[src/rtl/dphy_tx_pkg.sv]
// dphy_tx_pkg: shared D-PHY TX state encoding, line codes and default timings
package dphy_tx_pkg;
  typedef enum logic [2:0] {IDLE, LPX, PREP, ZERO, SYNC, DATA, TRAIL, EXIT} tx_state_t;
  localparam logic [7:0] SYNC_BYTE = 8'hB8;
  localparam logic [1:0] LP11 = 2'b11;
  localparam logic [1:0] LP01 = 2'b01;
  localparam logic [1:0] LP00 = 2'b00;
  localparam int T_LPX_DEF = 2;
  localparam int T_PREP_DEF = 2;
  localparam int T_ZERO_DEF = 6;
  localparam int T_TRAIL_DEF = 4;
  localparam int T_EXIT_DEF = 4;
endpackage

[src/rtl/hs_timer.sv]
// hs_timer: loadable 8-bit down-counter that stops at zero and flags it
module hs_timer (
  input  logic       clk,
  input  logic       rst,
  input  logic       load,
  input  logic [7:0] value,
  output logic       zero
);
  logic [7:0] count;
  // load takes priority; otherwise count down until zero is reached
  always_ff @(posedge clk or posedge rst)
    if (rst) count <= 8'h00;
    else if (load) count <= value;
    else if (count != 8'h00) count <= count - 8'h01;
  assign zero = count == 8'h00;
endmodule

[src/rtl/hs_tx_sequencer.sv]
// hs_tx_sequencer: byte-clock LP->HS entry, payload and trailer sequencer for one D-PHY TX lane
module hs_tx_sequencer
  import dphy_tx_pkg::*;
#(
  parameter int T_LPX = T_LPX_DEF,
  parameter int T_PREP = T_PREP_DEF,
  parameter int T_ZERO = T_ZERO_DEF,
  parameter int T_TRAIL = T_TRAIL_DEF,
  parameter int T_EXIT = T_EXIT_DEF
) (
  input  logic       TX_BYTE_clk,
  input  logic       TX_rst,
  input  logic       TxRequestHS,
  input  logic [7:0] TxDataHS,
  output logic       TxReadyHS,
  output logic [7:0] TX_BYTE_DATA,
  output logic       Enable,
  output logic       LP_Dp,
  output logic       LP_Dn,
  output logic       Stop_State
);
  tx_state_t state, next;
  logic       zero;
  logic       en_next;
  logic [1:0] lp_next;
  logic [7:0] data_next, load_val;
  assign TxReadyHS = state == SYNC || state == DATA;
  assign Stop_State = state == IDLE;
  // next state: timed states advance on timer zero, SYNC/DATA follow the request
  always_comb begin
    next = state;
    case (state)
      IDLE:       next = TxRequestHS ? LPX : IDLE;
      LPX:        next = zero ? PREP : LPX;
      PREP:       next = zero ? ZERO : PREP;
      ZERO:       next = zero ? SYNC : ZERO;
      SYNC, DATA: next = TxRequestHS ? DATA : TRAIL;
      TRAIL:      next = zero ? EXIT : TRAIL;
      EXIT:       next = zero ? IDLE : EXIT;
      default:    next = IDLE;
    endcase
  end
  // registered outputs are decoded from the state being entered; trailer inverts last MSB
  always_comb begin
    load_val = next == LPX ? 8'(T_LPX - 1) : next == PREP ? 8'(T_PREP - 1) :
               next == ZERO ? 8'(T_ZERO - 1) : next == TRAIL ? 8'(T_TRAIL - 1) :
               next == EXIT ? 8'(T_EXIT - 1) : 8'h00;
    data_next = next == SYNC ? SYNC_BYTE : next == DATA ? TxDataHS :
                next == TRAIL ? (state == TRAIL ? TX_BYTE_DATA : {8{~TX_BYTE_DATA[7]}}) : 8'h00;
    lp_next = (next == IDLE || next == EXIT) ? LP11 : next == LPX ? LP01 : LP00;
    en_next = next == ZERO || next == SYNC || next == DATA || next == TRAIL;
  end
  hs_timer u_timer (
    .clk  (TX_BYTE_clk),
    .rst  (TX_rst),
    .load (next != state),
    .value(load_val),
    .zero (zero)
  );
  // state register
  always_ff @(posedge TX_BYTE_clk or posedge TX_rst)
    if (TX_rst) state <= IDLE;
    else state <= next;
  // serializer byte, enable and LP line drivers
  always_ff @(posedge TX_BYTE_clk or posedge TX_rst)
    if (TX_rst) begin
      TX_BYTE_DATA <= 8'h00;
      Enable <= 1'b0;
      {LP_Dp, LP_Dn} <= LP11;
    end else begin
      TX_BYTE_DATA <= data_next;
      Enable <= en_next;
      {LP_Dp, LP_Dn} <= lp_next;
    end
endmodule

[config.mk]
export PLATFORM = sky130hd
export DESIGN_NAME = hs_tx_sequencer
export DESIGN_NICKNAME = d
export VERILOG_FILES = /design/src/rtl/dphy_tx_pkg.sv /design/src/rtl/hs_timer.sv /design/src/rtl/hs_tx_sequencer.sv
export SDC_FILE = /design/constraint.sdc
export NUM_CORES = 1
export LEC_CHECK = 0
export CAP_MARGIN = 20
export CELL_PAD_IN_SITES_DETAIL_PLACEMENT = 0
export CELL_PAD_IN_SITES_GLOBAL_PLACEMENT = 1
export CORE_MARGIN = 1.5
export CORE_UTILIZATION = 42
export CTS_CLUSTER_DIAMETER = 50
export DETAILED_ROUTE_END_ITERATION = 10
export PLACE_DENSITY_LB_ADDON = 0.1
export REMOVE_ABC_BUFFERS = 1
export SYNTH_ARGS = -nofsm -noshare
export SYNTH_HDL_FRONTEND = slang
export SYNTH_SLANG_ARGS = --single-unit
[constraint.sdc]
create_clock -name TX_BYTE_clk -period 3 [get_ports TX_BYTE_clk]
set_clock_uncertainty 0.15 [all_clocks]
set_input_delay 0.45 -clock TX_BYTE_clk [delete_from_list [all_inputs] [get_ports TX_BYTE_clk]]
set_output_delay 0.45 -clock TX_BYTE_clk [all_outputs]
set_load 0.02 [all_outputs]
* Word level (Yosys, flattened, before mapping)
Cells that the tools add are included.
** Word-level totals
- Register bits after elaboration :: 22
- Input bits :: 11
- Output and inout bits :: 13
- Logic and storage cells :: 56
** Operators by class
- $add $sub $neg :: 1
- Equality and inequality tests :: 16
- Muxes and demuxes :: 21
- Bitwise logic cells :: 1
- Reduce and logical (&&, ||, !) cells :: 11
** Operators with widths (count)
- two-way mux 8 bit :: 6
- equality test 3 bit (second input constant) :: 8
- one-hot mux 3 bit (7 select lines) :: 1
- two-way mux 3 bit :: 5
- equality test 3 x 2 -> 1 bit (second input constant) :: 4
- two-way mux 2 bit :: 5
- zero test 8 bit :: 1
- nonzero test 8 bit :: 1
- subtractor 8 x 1 -> 8 bit (second input constant) :: 1
- equality test 3 x 1 -> 1 bit (second input constant) :: 2
- zero test 3 bit :: 2
- logical OR 1 bit :: 5
- two-way mux 1 bit :: 4
- != test 4 bit (second input constant) :: 1
- != test 3 bit :: 1
- nonzero test 2 bit :: 1
- OR reduction 2 bit :: 1
- inverter 1 bit :: 1

* Longest topological paths before layout
- Depth after elaboration :: 10
- Mapped depth :: 8
- Depth with buffers taken out :: 6

* Cells and area by module
A second synthesis with hierarchy kept.
** Second synthesis, totals
- Cell total of the unflattened synthesis :: 137
- Area total of the unflattened synthesis :: 1287.5 µm²
** Modules (own cells, without submodules)
- hs_tx_sequencer :: instances 1, cells an instance 81, area each 790.8 µm², seq. area each 352.8 µm²
- hs_timer :: instances 1, cells an instance 56, area each 496.7 µm², seq. area each 200.2 µm²

* Worst setup path after synthesis
Ideal clock, no wire load.
- Path kind :: register -> register
- Start point :: register u_timer.count[0]
- End point :: register u_timer.count[2]
- Setup time :: 0.146 ns
- Arrival :: 1.759 ns
- Required time :: 2.704 ns
- Setup slack :: 0.946 ns
- Stages on the path, launching flop included :: 9
- Path buffers :: 2
- Period minus slack after synthesis :: 2.054 ns
- Cells stage by stage :: dfrtp_1 inv_1 ha_1 or3b_1 buf_2 or3_1 buf_6 a21oi_1 a211oi_1
** Between the ends
- Word-level cells in the longest chain between the ends :: 8
- Elaborated cells between the ends (all ways) :: 19
- Classes of those cells :: 1 x add/sub; 4 x eq/ne; 11 x mux; 3 x reduce/logical
** Ends and longest elaborated chain
- from (decl) :: line hs_timer.sv:9 : logic [7:0] count;
- from (signal assigned) :: line hs_timer.sv:13 : else if (load) count <= value;
- from (signal assigned) :: line hs_timer.sv:14 : else if (count != 8'h00) count <= count - 8'h01;
- zero test 8 bit :: line hs_timer.sv:15 : assign zero = count == 8'h00;
- two-way mux 3 bit, or another cell as far along :: line hs_tx_sequencer.sv:39 : EXIT: next = zero ? IDLE : EXIT;
- one-hot mux 3 bit (7 select lines) :: line hs_tx_sequencer.sv:32 : case (state)
- equality test 3 x 2 -> 1 bit :: line hs_tx_sequencer.sv:46 : next == ZERO ? 8'(T_ZERO - 1) : next == TRAIL ? 8'(T_TRAIL - 1) :
- two-way mux 3 bit :: line hs_tx_sequencer.sv:46
- two-way mux 3 bit (2 in a row) :: line hs_tx_sequencer.sv:45 : load_val = next == LPX ? 8'(T_LPX - 1) : next == PREP ? 8'(T_PREP - 1) :
- two-way mux 8 bit :: line hs_timer.sv:13
Several ways; a longest one is shown, not always the timed one. The select of a mux whose other input is x is not followed.
A chain may end at the register's enable or synchronous reset.

* Worst setup path in the final report
- Start point :: register state[2]
- End point :: output port TxReadyHS
** Between the ends
- Word-level cells in the longest chain between the ends :: 2
- Elaborated cells between the ends (all ways) :: 3
- Classes of those cells :: 2 x eq/ne; 1 x reduce/logical
** Ends and longest elaborated chain
- from (decl) :: line hs_tx_sequencer.sv:22 : tx_state_t state, next;
- from (signal assigned) :: line hs_tx_sequencer.sv:63 : else state <= next;
- equality test 3 bit :: line hs_tx_sequencer.sv:27 : assign TxReadyHS = state == SYNC || state == DATA;
- logical OR 1 bit * :: line hs_tx_sequencer.sv:27
- to (decl) :: line hs_tx_sequencer.sv:15 : output logic TxReadyHS,
Mark *: on every way between the ends. The rest lies on a longest branch, timed or not.

==> impl_metrics.env <==
export IMPL_synth_simple_gate_area_frac=0.2002
export IMPL_pin_count=24
export IMPL_dieWidth_um=58.10
export IMPL_routed_wl_um=2686
export IMPL_synth_mux_area_frac=0.02355
export IMPL_synth_compound_gate_area_share=0.2237
export IMPL_grt_max_degree=23
export IMPL_slowest_stage="dfrtp_1"
export IMPL_critPathTopFamily="flip-flops"
export IMPL_die_y_um=58.10
export IMPL_drive_above_1_share=0.08667
export IMPL_antenna_found_initial=0
export IMPL_synth_area_leader_cell="dfrtp_1"
export IMPL_synth_seq_cells=22
export IMPL_worst_slew_pin_slew_ps=859.6
export IMPL_syn_inst=134
export IMPL_routabilityCongestion=0.7935
export IMPL_numCtsBuffers=3
export IMPL_synth_adder_area_share=0.01963
export IMPL_viasPerCell=5.602
export IMPL_netlist_area_sq_um=1275
export IMPL_cp_max_fo=18
export IMPL_async_flop_share=1.000
export IMPL_dp_hpwl_um=1889
export IMPL_synth_area_top_cells="dfrtp_1, dfstp_2, nor2_1"
export IMPL_min_period_ps=2528
export IMPL_totalPowerFinal_mw=1.463
export IMPL_area_growth_pct=19.43
export IMPL_drtAntennaViolNets=0
export IMPL_synth_top_flop_cell="dfrtp_1"
export IMPL_cts_root_buf="clkbuf_4"
export IMPL_gr_usage_all_layers=0.1779
export IMPL_first_iter_violations=29
export IMPL_setup_violations=0
export IMPL_cellLeakagePower_nw=0.6248
export IMPL_start_util=0.4507
export IMPL_firstDrtPassIters=9
export IMPL_clockBufferDepth=2
export IMPL_synth_yosys_warnings=0
export IMPL_tns_ps=0
export IMPL_fin_cells=181
export IMPL_cts_tree="yes"
export IMPL_arrival_ps=1930
export IMPL_grt_ovfl_total=0
export IMPL_ir_drop_uv=450.4
export IMPL_maxSlewHeadroom=0.4263
export IMPL_cts_hold_buffers=0
export IMPL_vias=1014
export IMPL_start_kind="flop"
export IMPL_nets=164
export IMPL_timing_fmax_mhz=395.5
export IMPL_worstSetupPathType="flop to output pin"
export IMPL_crit_required_ps=2400
export IMPL_yosysUniqueCellTypes=42
export IMPL_syn_area_per_cell_sq_um=9.515
export IMPL_drc=2
export IMPL_ys_seq_area_frac=0.4338
export IMPL_post_cts_resized=0
export IMPL_p_per_area_nw_per_um2=960.7
export IMPL_die_area_sq_um=3375
export IMPL_synth_top_cell_area_share=0.3925
export IMPL_dp_cells=177
export IMPL_numClockSinks=22
export IMPL_slowest_delay_ps=740
export IMPL_clk_latency_ps=310
export IMPL_wl_per_cell_um=14.84
export IMPL_grt_met1_usage=0.2373
export IMPL_min_path_type="flop to flop"
export IMPL_fillers=285
export IMPL_synth_top_family_by_area="compound AO/OA/AOI/OAI gates"
export IMPL_synthXorXnorAreaFrac=0.03337
export IMPL_crit_chain="nor2b_1 -> clkdlybuf4s50_1"
export IMPL_use_met3=0.03125
export IMPL_rsz0062_at_grt="no"
export IMPL_holdWs_ps=389.1
export IMPL_cap_violations=0
export IMPL_violations="DRC"
export IMPL_grt_pass1_vias=1044
export IMPL_synth_most_common_cell="dfrtp_1"
export IMPL_cp_end_kind="output pin"
export IMPL_h_tree_depth=1
export IMPL_hold_viol=0
export IMPL_grt_pass1_wl_um=4609
export IMPL_grt_busiest_layer="met2"
export IMPL_portBuffers=23
export IMPL_outcome="finished with violations"
export IMPL_core_area_sq_um=2829
export IMPL_critical_path_buf_inv_count=1
export IMPL_n_antenna_cell=0
export IMPL_drv_slew=0
export IMPL_cts_setup_buffers=0
export IMPL_synth_edf_count=0
export IMPL_ys_top_cells_by_count="dfrtp_1, nor2_1, a21oi_1, nand2_1"
export IMPL_core_rowCount=19
export IMPL_period_share=0.8428
export IMPL_path_clk_slew_ps=130
export IMPL_use_met2=0.2873
[path summary, 6_finish.rpt]
check	start	end	slack [ps]	cells past startpoint
max	state[2]$_DFF_PP0_	TxReadyHS	470	2
min	TX_BYTE_DATA[2]$_DFFE_PP0P_	TX_BYTE_DATA[2]$_DFFE_PP0P_	390	1
max in group asynchronous	TX_rst	u_timer.count[6]$_DFFE_PP0P_	1710	2
max reg2reg	u_timer.count[0]$_DFFE_PP0P_	TX_BYTE_DATA[5]$_DFFE_PP0P_	670	6
min reg2reg	TX_BYTE_DATA[2]$_DFFE_PP0P_	TX_BYTE_DATA[2]$_DFFE_PP0P_	390	1
min in group asynchronous	TX_rst	TX_BYTE_DATA[7]$_DFFE_PP0P_	460	2
[registers in the layout, indices dropped and copies added, names as in the netlist]
name	count
Enable	1
LP_Dn	1
state	3
LP_Dp	1
TX_BYTE_DATA	8
u_timer.count	8
[worst register-to-register path: stages (launching register included)]
cell,delay (ps)
dfrtp_1,440
inv_1,100
ha_1,230
or3b_1,510
o31a_1,360
a211oi_2,320
a21oi_1,120
[report_power, final]
| group | internal, mW | leakage, nW | switching, mW |
|---|---|---|---|
| clock | 0.0740 | 0.0210 | 0.0925 |
| combinational | 0.323 | 0.335 | 0.386 |
| sequential | 0.423 | 0.269 | 0.164 |
[per-layer routing]
layer | up-vias | part of all wire
met5 | - | 0
met2 | 14 | 0.47
met3 | 2 | 0.023
li1 | 518 | -
met1 | 480 | 0.50
met4 | 0 | 0.0063
[per-stage QoR]
stage	cell area [sq um]	utilization	setup WS (ps)
3_5_place_dp	1486	0.5254	606.6
2_1_floorplan	1217	-	939.5
6_report	1523	0.5383	471.7
4_1_cts	1523	0.5383	471.9
3_3_place_gp	1486	0.5254	634.4
5_1_grt	1523	0.5383	375.2
[final cells by class]
type / count / area [sq um] / share of cell area
Clock buffer: 4 / 36.28 / 0.02383
Sequential cell: 22 / 553.0 / 0.3632
Timing Repair Buffer: 23 / 230.2 / 0.1512
Tap cell: 31 / 38.79 / 0.02547
Inverter: 7 / 26.28 / 0.01726
Multi-Input combinational cell: 94 / 638.1 / 0.4191
[logic make-up (layout without fill, tap and decap cells)]
family	Yosys count	after routing
AO/OA/AOI/OAI	38	38
XOR/XNOR	4	4
adder cells (fa/ha/maj)	2	2
buffers and inverters	18	34
flip-flops	22	22
multiplexers	3	3
AND/OR/NAND/NOR	47	47
[layout by cell type (no fill, tap or decap), types with 3 or more instances in the layout]
cell             Yosys  routed
a211oi_1             3       3
a21oi_1             10      10
a221o_1              4       4
clkbuf_4             0       3
clkdlybuf4s50_1      0      23
dfrtp_1             20      20
inv_1                7       7
mux2i_1              3       3
nand2_1              9       9
nor2_1              14      14
nor3_1               4       4
nor3b_1              3       3
o21ai_0              4       4
or3_1                4       4
xnor2_1              3       3
Power figures use the tool's default switching activity.
